$ cat config.mk
export PLATFORM = sky130hd
export DESIGN_NAME = serv_dbus_aligner
export DESIGN_NICKNAME = d
export VERILOG_FILES = /design/src/rtl/serv_dbus_aligner_pkg.sv /design/src/rtl/serv_dbus_lane_shift.sv /design/src/rtl/serv_dbus_aligner.sv
export SDC_FILE = /design/constraint.sdc
export NUM_CORES = 1
export LEC_CHECK = 0
export BUFFER_PORTS_ARGS = -buffer_cell sky130_fd_sc_hd__buf_2
export CAP_MARGIN = 25
export CORE_MARGIN = 2
export CORE_UTILIZATION = 25
export DETAILED_ROUTE_END_ITERATION = 10
export PLACE_DENSITY_LB_ADDON = 0.2
export SETUP_SLACK_MARGIN = 0.4
export SLEW_MARGIN = 20
export SYNTH_ARGS = -nofsm -noshare
export SYNTH_HDL_FRONTEND = slang
export SYNTH_SLANG_ARGS = --single-unit
export TNS_END_PERCENT = 50
$ cat constraint.sdc
create_clock -name clk -period 3.22 [get_ports clk]
set_input_delay 0.322 -clock clk [delete_from_list [all_inputs] [get_ports clk]]
set_output_delay 0.322 -clock clk [all_outputs]
set_load 0.005 [all_outputs]
$ cat src/rtl/serv_dbus_aligner_pkg.sv
// serv_dbus_aligner_pkg
//   Shared types and helpers for the SERV data-bus aligner.
//   - state_t     : aligner FSM state encodings
//   - WORD_BYTES  : bytes per Wishbone word (address step to the upper word)
//   - calc_split  : 1 when a request at byte offset k with enables sel
//                   spills into the next word
package serv_dbus_aligner_pkg;

  localparam int unsigned WORD_BYTES = 4;

  typedef enum logic [1:0] {
    ST_IDLE = 2'b00,
    ST_LO   = 2'b01,
    ST_HI   = 2'b10,
    ST_DONE = 2'b11
  } state_t;

  function automatic logic calc_split(input logic [3:0] sel, input logic [1:0] k);
    logic [7:0] s;
    s = {4'b0000, sel} << k;
    return |s[7:4];
  endfunction

endpackage

$ cat src/rtl/serv_dbus_lane_shift.sv
// serv_dbus_lane_shift
//   Purely combinational byte-lane steering for misaligned accesses.
//   Ports:
//     k          in   byte offset of the access within its word
//     sel        in   byte enables relative to the byte address
//     dat        in   store data, byte 0 in [7:0]
//     rdt_hi     in   upper word of read data (zero for single-word loads)
//     rdt_lo     in   lower word of read data
//     sel_ext    out  enables spread across two words, {hi, lo}
//     dat_ext    out  store data spread across two words, {hi, lo}
//     rdt_merged out  read data realigned to byte 0
module serv_dbus_lane_shift (
  input  logic [1:0]  k,
  input  logic [3:0]  sel,
  input  logic [31:0] dat,
  input  logic [31:0] rdt_hi,
  input  logic [31:0] rdt_lo,
  output logic [7:0]  sel_ext,
  output logic [63:0] dat_ext,
  output logic [31:0] rdt_merged
);

  always_comb begin
    sel_ext    = {4'b0000, sel} << k;
    dat_ext    = {32'h0000_0000, dat} << {k, 3'b000};
    rdt_merged = 32'({rdt_hi, rdt_lo} >> {k, 3'b000});
  end

endmodule

$ cat src/rtl/serv_dbus_aligner.sv
// serv_dbus_aligner
//   Aligns byte-addressed SERV data-bus loads/stores onto a word-wide
//   Wishbone port. Accesses crossing a word boundary are issued as two
//   word transactions (base, base+4) and load data is merged back.
//   Build option: define SERV_DBUS_MISALIGN_EN to enable split/merge;
//   without it every access is one unshifted word access at the base.
//   Ports:
//     clk, rst_n                     clock, async active-low reset
//     i_dbus_adr/dat/sel/we/cyc      core request (held until o_dbus_ack)
//     o_dbus_rdt, o_dbus_ack         load data (byte 0 aligned), completion
//     o_wb_dbus_adr/dat/sel/we/cyc   Wishbone request (all registered)
//     i_wb_dbus_rdt, i_wb_dbus_ack   Wishbone response
module serv_dbus_aligner
  import serv_dbus_aligner_pkg::*;
#(
  parameter int unsigned AW = 32
) (
  input  logic          clk,
  input  logic          rst_n,
  input  logic [AW-1:0] i_dbus_adr,
  input  logic [31:0]   i_dbus_dat,
  input  logic [3:0]    i_dbus_sel,
  input  logic          i_dbus_we,
  input  logic          i_dbus_cyc,
  output logic [31:0]   o_dbus_rdt,
  output logic          o_dbus_ack,
  output logic [AW-1:0] o_wb_dbus_adr,
  output logic [31:0]   o_wb_dbus_dat,
  output logic [3:0]    o_wb_dbus_sel,
  output logic          o_wb_dbus_we,
  output logic          o_wb_dbus_cyc,
  input  logic [31:0]   i_wb_dbus_rdt,
  input  logic          i_wb_dbus_ack
);

  state_t      state;
  logic        we_q;
  logic [3:0]  cap_sel_lo;
  logic [31:0] cap_dat_lo;
  logic [31:0] rdt_done;
  logic        lo_split;
  logic        go_hi;
  logic        finish;

`ifdef SERV_DBUS_MISALIGN_EN
  logic [1:0]    k_q;
  logic [1:0]    k_mux;
  logic [AW-1:0] base_q;
  logic [3:0]    sel_hi_q;
  logic [31:0]   dat_hi_q;
  logic          split_q;
  logic [31:0]   lo_q;
  logic [7:0]    sel_ext;
  logic [63:0]   dat_ext;
  logic [31:0]   rdt_hi;
  logic [31:0]   rdt_lo;

  // One shifter serves both directions: in IDLE it steers the incoming
  // request by the live offset, afterwards it merges read data by the
  // captured offset.
  always_comb begin
    k_mux      = (state == ST_IDLE) ? i_dbus_adr[1:0] : k_q;
    rdt_hi     = (state == ST_HI) ? i_wb_dbus_rdt : '0;
    rdt_lo     = (state == ST_HI) ? lo_q : i_wb_dbus_rdt;
    cap_sel_lo = sel_ext[3:0];
    cap_dat_lo = dat_ext[31:0];
    lo_split   = split_q;
  end

  serv_dbus_lane_shift u_lane_shift (
    .k          (k_mux),
    .sel        (i_dbus_sel),
    .dat        (i_dbus_dat),
    .rdt_hi     (rdt_hi),
    .rdt_lo     (rdt_lo),
    .sel_ext    (sel_ext),
    .dat_ext    (dat_ext),
    .rdt_merged (rdt_done)
  );
`else
  logic [1:0] adr_lsb_unused;

  always_comb begin
    cap_sel_lo     = i_dbus_sel;
    cap_dat_lo     = i_dbus_dat;
    rdt_done       = i_wb_dbus_rdt;
    lo_split       = 1'b0;
    adr_lsb_unused = i_dbus_adr[1:0];
  end
`endif

  always_comb begin
    go_hi  = (state == ST_LO) && i_wb_dbus_ack && lo_split;
    finish = i_wb_dbus_ack &&
             (((state == ST_LO) && !lo_split) || (state == ST_HI));
  end

  always_ff @(posedge clk or negedge rst_n) begin
    if (!rst_n) begin
      state         <= ST_IDLE;
      we_q          <= 1'b0;
      o_dbus_rdt    <= '0;
      o_dbus_ack    <= 1'b0;
      o_wb_dbus_adr <= '0;
      o_wb_dbus_dat <= '0;
      o_wb_dbus_sel <= '0;
      o_wb_dbus_we  <= 1'b0;
      o_wb_dbus_cyc <= 1'b0;
`ifdef SERV_DBUS_MISALIGN_EN
      k_q      <= '0;
      base_q   <= '0;
      sel_hi_q <= '0;
      dat_hi_q <= '0;
      split_q  <= 1'b0;
      lo_q     <= '0;
`endif
    end else begin
      o_dbus_ack <= 1'b0;

      case (state)
        ST_IDLE: begin
          if (i_dbus_cyc) begin
            we_q          <= i_dbus_we;
            o_wb_dbus_adr <= {i_dbus_adr[AW-1:2], 2'b00};
            o_wb_dbus_sel <= cap_sel_lo;
            o_wb_dbus_dat <= cap_dat_lo;
            o_wb_dbus_we  <= i_dbus_we;
            o_wb_dbus_cyc <= 1'b1;
            state         <= ST_LO;
`ifdef SERV_DBUS_MISALIGN_EN
            k_q      <= i_dbus_adr[1:0];
            base_q   <= {i_dbus_adr[AW-1:2], 2'b00};
            sel_hi_q <= sel_ext[7:4];
            dat_hi_q <= dat_ext[63:32];
            split_q  <= calc_split(i_dbus_sel, i_dbus_adr[1:0]);
`endif
          end
        end
        // The core drops cyc the cycle after ack; not sampling it here
        // keeps that trailing cyc from restarting a transaction.
        ST_DONE: state <= ST_IDLE;
        default: ;
      endcase

`ifdef SERV_DBUS_MISALIGN_EN
      if (go_hi) begin
        lo_q          <= i_wb_dbus_rdt;
        o_wb_dbus_adr <= base_q + AW'(WORD_BYTES);
        o_wb_dbus_sel <= sel_hi_q;
        o_wb_dbus_dat <= dat_hi_q;
        state         <= ST_HI;
      end
`endif

      if (finish) begin
        o_wb_dbus_cyc <= 1'b0;
        o_wb_dbus_adr <= '0;
        o_wb_dbus_sel <= '0;
        o_wb_dbus_dat <= '0;
        o_wb_dbus_we  <= 1'b0;
        o_dbus_ack    <= 1'b1;
        if (!we_q) o_dbus_rdt <= rdt_done;
        state <= ST_DONE;
      end
    end
  end

endmodule
==> impl_metrics.py, run 1 <==
metrics = {
    "power": {
        "ir_worst_vdd_v": 0.000327,
        "clkPwrFrac": 0.203,
        "p_leak_uw": 0.00302,
        "comb_power_share": 0.390,
        "p_sw_frac": 0.334,
        "internal_power_uw": 3600,
        "switchingPower_uw": 1800,
        "p_seq_frac": 0.407,
        "powerDensity_nw_per_um2": 946,
    },
    "final_layout": {
        "antenna_cells": 0,
        "fin_cells": 803,
        "final_cell_mix": "202 x buf_2, 140 x nand2_1, 104 x dfrtp_1, 67 x a21oi_1, 30 x mux2_4",
        "final_common_cell": "buf_2",
        "regArea_um2": 2600,
        "nFillCells": 1732,
        "drive_above_1_share": 0.446,
        "multiInputGateArea_um2": 1430,
        "final_nets": 686,
        "synthToLayoutAreaGrowth_pct": 35.9,
    },
    "sta": {
        "fmax_mhz": 481,
        "min_period_ps": 2080,
        "hold_viol_final": 0,
        "slew-limit-headroom": 0.494,
        "fin_skew_ps": 7.60,
        "worst_slew_pin_slew_ps": 760,
        "setup_violations": 0,
        "finalSetupTns_ps": 0,
        "slew_viol_final": 0,
        "fin_crit_sh": 0.646,
        "rsz0062_at_grt": "false",
    },
    "grt": {
        "grt_max_degree": 105,
        "use_met2": 0.199,
        "grt_antenna_before_repair": 0,
        "track_usage": 0.128,
        "grt_pass1_wl_um": 18000,
        "grt_pass1_vias": 3441,
        "use_met1": 0.171,
        "grt-ovfl-total": 0,
        "grt_use_met3": 0.0323,
        "gr-max-usage-layer": "met2",
    },
    "run_status": {
        "status": "finished, final reports clean",
    },
    "synthesis": {
        "yosys.area_share.simple": 0.131,
        "synth_top_family_by_area": "simple AND/OR/NAND/NOR gates",
        "ys_seq_area_frac": 0.619,
        "synthCells": 385,
        "synth_adder_area_share": 0.00893,
        "ys_types": 18,
        "synth_area_um2": 4210,
        "avgSynthCellArea_um2": 10.9,
        "synth-seq-cells": 104,
        "yosys.area_share.xor_xnor": 0,
        "synth-compound-area-share": 0.0797,
        "ys_warn_count": 0,
        "synth.mux.area_fraction": 0.117,
    },
    "hold_path": {
        "hp-class": "in2async",
    },
    "placement": {
        "placed_cells": 787,
        "place_congestion": 0.696,
        "io_buffers": 203,
        "dpl.hpwl_um": 7580,
    },
    "critical_path": {
        "worstPathMaxFanout": 17,
        "reg2reg_depth": 7,
        "arrival_ps": 2310,
        "startpoint_type": "register",
        "worstSetupPathType": "reg2reg",
        "setup.worst_path.end_class": "register",
        "critical_path_required_ps": 3450,
    },
    "floorplanning": {
        "fp.dieW_um": 134,
        "fp-row-count": 47,
        "die_y_um": 134,
        "ios": 208,
        "coreArea_um2": 16500,
        "die-area_um2": 17900,
        "start_util": 0.254,
    },
    "clock_tree": {
        "numCtsBuffers": 9,
        "root_buffer": "clkbuf_16",
        "htreeDepth": 3,
        "post_cts.repair.setup_buffers": 0,
        "cts.sinks": 104,
        "ctsResizeCount": 0,
        "cts.path.max_buffers": 2,
        "clkTransAtPathRegs_ps": 70,
        "cts_tree": "done",
        "hold_buffers": 0,
        "clock_latency_ps": 350,
    },
    "route": {
        "route.final.wire_length_um": 11100,
        "vias_per_cell": 4.20,
        "drc": 0,
        "wl_per_cell_um": 13.9,
        "first_pass_iters": 4,
        "ant_nets": 0,
        "vias": 3370,
        "drt_iter0_markers": 125,
    },
    "run": {
        "maxCapViolCount": 0,
    },
}
worst max-delay path, stage by stage (launching register included):
cell and delay (ps):
dfrtp_1 390, inv_1 80, ha_1 300, nand2_1 110
inv_2 70, nand2b_2 450, buf_12 260, mux2_4 310
cell type report:
cell class                 count  area share
clock buffer                  10      0.0401
clock inverter                 6      0.0114
inverter                       3     0.00197
multi-input combinational    251       0.250
sequential                   104       0.456
tap                          220      0.0482
timing repair buffer         209       0.193
per-layer routing:
layer	wire [um]	vias up
met3	714	10
met2	5160	133
met1	5100	1600
li1	-	1627
met4	162	0
met5	0	-
metrics by stage:
step	power [uW]	utilization	worst slack [ps]	hold slack, ps	area, um^2
after detailed placement	4370	0.328	1120	445	5420
after floorplan	3460	-	1610	26.4	4210
after CTS	5510	0.346	1120	55.8	5710
final	5410	0.346	1140	33.5	5710
after global placement	4320	0.328	1180	440	5420
after global routing	5830	0.346	1020	74.7	5710
logic make-up (layout without fill, tap and decap cells):
logic type,Yosys count,in the layout
mux,34,34
other cells,1,2
buf+inv,31,228
fa+ha+maj,3,3
flops,104,104
compound gates,67,67
simple gates,145,145
registers in the layout, summed over array words and instances (netlist names):
| register | cells |
|---|---|
| o_dbus_rdt | 32 |
| o_wb_dbus_dat | 32 |
| we_q | 1 |
| o_wb_dbus_cyc | 1 |
| o_wb_dbus_sel | 4 |
| state | 2 |
| o_wb_dbus_adr | 30 |
| o_dbus_ack | 1 |
| o_wb_dbus_we | 1 |
final timing paths:
path                                      start                             to  slack (ps)
setup / recovery           state[0]$_DFFE_PN0P_     o_dbus_rdt[24]$_DFFE_PN0P_        1140
setup reg to reg           state[0]$_DFFE_PN0P_     o_dbus_rdt[24]$_DFFE_PN0P_        1140
hold / removal                            rst_n     o_dbus_rdt[28]$_DFFE_PN0P_          30
min in group clk                  i_dbus_sel[0]   o_wb_dbus_sel[0]$_DFFE_PN0P_         200
max in group asynchronous                 rst_n  o_wb_dbus_dat[26]$_DFFE_PN0P_        2760
hold reg to reg                we_q$_DFFE_PN0P_               we_q$_DFFE_PN0P_         470
cells in the mapped netlist, drive strengths merged:
| master | count | area share |
|---|---|---|
| nand2 | 141 | 0.13 |
| dfrtp | 104 | 0.62 |
| a21oi | 67 | 0.080 |
| mux2 | 32 | 0.11 |
| buf | 20 | 0.034 |
| clkbuf | 8 | 0.0071 |
| ha | 3 | 0.0089 |
| inv | 3 | 0.0027 |
| mux2i | 2 | 0.0048 |
| nor2 | 2 | 0.0018 |
| and2 | 1 | 0.0015 |
| conb | 1 | 0.00089 |
| nand2b | 1 | 0.0015 |
power by group through the flow:
stage / combinational (uW) / clock, uW / sequential (uW)
after floorplan: 1180 / 0 / 2280
after global placement: 2120 / 0 / 2200
after detailed placement: 2150 / 0 / 2230
after CTS: 2150 / 1150 / 2210
after global routing: 2350 / 1200 / 2280
final: 2110 / 1100 / 2200
(Power assumes the default switching activity.)
==> inputs of run 2 (changes only) <==
==> constraint.sdc (replaced) <==
create_clock -name clk -period 2.1 [get_ports clk]
set_input_delay 0.21 -clock clk [delete_from_list [all_inputs] [get_ports clk]]
set_output_delay 0.21 -clock clk [all_outputs]
set_load 0.005 [all_outputs]
==> impl_metrics.py, run 2 (synthesized netlist as in run 1, its figures left out) <==
metrics = {
    "sta": {
        "fmax_mhz": 623,
        "rsz0062_at_grt": "false",
        "slew_viol_final": 0,
        "finalSetupTns_ps": 0,
        "hold_viol_final": 0,
        "setup_violations": 0,
        "fin_skew_ps": 5.66,
        "timing.hold.ws_ps": 82.8,
        "fin_crit_sh": 0.765,
        "min_period_ps": 1610,
    },
    "critical_path": {
        "reg2reg_depth": 7,
        "startpoint_type": "register",
        "arrival_ps": 1840,
        "setup.worst_path.end_class": "register",
        "critical_path_required_ps": 2330,
        "r2r_start": "state[1]$_DFFE_PN0P_",
        "worstPathMaxFanout": 8,
        "rr_endpoint": "o_dbus_rdt[18]$_DFFE_PN0P_",
        "worstSetupPathType": "reg2reg",
        "regToRegSetupSlack_ps": 490,
        "crit_start": "state[1]$_DFFE_PN0P_",
    },
    "route": {
        "route.final.wire_length_um": 11700,
        "first_pass_iters": 4,
        "drc": 0,
        "wl_per_cell_um": 14.4,
        "ant_nets": 0,
        "vias": 3423,
        "vias_per_cell": 4.22,
        "drt_iter0_markers": 114,
    },
    "grt": {
        "grt_pass1_wl_um": 18500,
        "grt_use_met3": 0.0430,
        "gr-max-usage-layer": "met2",
        "grt_max_degree": 70,
        "grt_antenna_before_repair": 1,
        "grt-ovfl-total": 0,
        "use_met1": 0.166,
        "grt_pass1_vias": 3498,
        "track_usage": 0.132,
        "use_met2": 0.214,
    },
    "placement": {
        "place_congestion": 0.686,
        "io_buffers": 203,
        "dpl.hpwl_um": 7930,
    },
    "floorplanning": {
        "start_util": 0.254,
        "fp-row-count": 47,
        "fp.dieW_um": 134,
        "die-area_um2": 17900,
        "ios": 208,
        "die_y_um": 134,
        "coreArea_um2": 16500,
    },
    "final_layout": {
        "final_cell_mix": "202 x buf_2, 139 x nand2_1, 104 x dfrtp_1, 67 x a21oi_1, 31 x mux2_4",
        "antenna_cells": 0,
        "nFillCells": 1694,
        "synthToLayoutAreaGrowth_pct": 39.7,
        "drive_above_1_share": 0.460,
        "final_common_cell": "buf_2",
        "final_nets": 694,
        "reg.largest.list": "o_dbus_rdt: 32 flops, o_wb_dbus_dat: 32 flops, o_wb_dbus_adr: 30 flops",
    },
    "power": {
        "internal_power_uw": 5640,
        "switchingPower_uw": 2900,
        "ir_worst_vdd_v": 0.000548,
        "comb_power_share": 0.413,
        "p_seq_frac": 0.395,
        "powerDensity_nw_per_um2": 1450,
        "p_leak_uw": 0.00309,
        "clkPwrFrac": 0.192,
        "p_sw_frac": 0.339,
    },
    "clock_tree": {
        "clkTransAtPathRegs_ps": 70,
        "root_buffer": "clkbuf_16",
        "numCtsBuffers": 9,
        "htreeDepth": 3,
        "cts_tree": "done",
        "clock_latency_ps": 350,
        "cts.sinks": 104,
        "cts.path.max_buffers": 2,
    },
    "run": {
        "maxCapViolCount": 0,
    },
    "hold_path": {
        "hold_end": "we_q$_DFFE_PN0P_",
        "hp-class": "in2reg",
        "min_from": "i_dbus_we",
        "whs_path_depth": 3,
    },
    "run_status": {
        "status": "finished, final reports clean",
    },
}
-- run 2: cell count changes in the layout (fill, tap and decap cells not counted), moves of 2 or more --
| cell | delta |
|---|---|
| clkinv_4 | +3 |
| buf_8 | +2 |
| clkbuf_16 | +2 |
| buf_12 | +2 |
| inv_1 | -2 |
| clkinv_2 | -2 |
-- run 2: how the worst max path moves through the flow --
stage | slack [ps] | to
after global placement | 330 | o_wb_dbus_cyc$_DFFE_PN0P_
final | 490 | o_dbus_rdt[18]$_DFFE_PN0P_
after floorplan | 490 | o_dbus_rdt[0]$_DFFE_PN0P_
after CTS | 320 | o_dbus_rdt[5]$_DFFE_PN0P_
after detailed placement | 260 | o_wb_dbus_adr[19]$_DFFE_PN0P_
after global routing | 420 | o_dbus_rdt[18]$_DFFE_PN0P_
-- run 2: area by class of cell --
| type | instances | area (um^2) | area share |
|---|---|---|---|
| Clock buffer | 10 | 239 | 0.0407 |
| Clock inverter | 6 | 51.3 | 0.00873 |
| Inverter | 3 | 13.8 | 0.00234 |
| Multi-Input combinational cell | 251 | 1450 | 0.247 |
| Sequential cell | 104 | 2600 | 0.443 |
| Tap cell | 220 | 275 | 0.0469 |
| Timing Repair Buffer | 217 | 1240 | 0.211 |
-- run 2: what timing repair did --
| action | 4_1_cts | 5_1_grt |
|---|---|---|
| setup buffers | 0 | 2 |
| hold buffers | 1 | 0 |
| pin swaps | 0 | 2 |
| endpoints found under the setup margin | 101 | 101 |
| resized for setup | 2 | 10 |
| gates cloned | 0 | 3 |
| endpoints found under the hold margin | 29 | 0 |
-- run 2: power by group through the flow --
stage | clock network, uW | registers [uW] | logic (uW)
2_1_floorplan | 0 | 3490 | 1820
3_3_place_gp | 0 | 3370 | 3280
3_5_place_dp | 0 | 3410 | 3330
4_1_cts | 1730 | 3380 | 3350
5_1_grt | 1810 | 3500 | 3910
6_report | 1640 | 3370 | 3520
-- run 2: worst max-delay path: stages (launching register included) --
cell and delay (ps):
dfrtp_1 410, inv_2 90, ha_4 200, nand2_2 110, inv_4 60, nand2b_4 130, clkbuf_16 190, mux2_4 300
-- run 2: through the flow --
stage / utilization / worst slack [ps] / total power, uW / cell area, um^2 / instances
3_5_place_dp: 0.330 / 265 / 6740 / 5460 / 789
2_1_floorplan: - / 490 / 5300 / 4210 / 386
6_report: 0.355 / 494 / 8530 / 5870 / 811
3_3_place_gp: 0.330 / 330 / 6650 / 5460 / 789
4_1_cts: 0.349 / 321 / 8460 / 5760 / 806
5_1_grt: 0.355 / 425 / 9230 / 5870 / 811
-- run 2: layer usage --
layer / wire length, um / vias to the layer above
met5: 16 / -
met4: 146 / 2
met3: 774 / 10
met1: 4950 / 1645
met2: 5810 / 127
li1: - / 1639
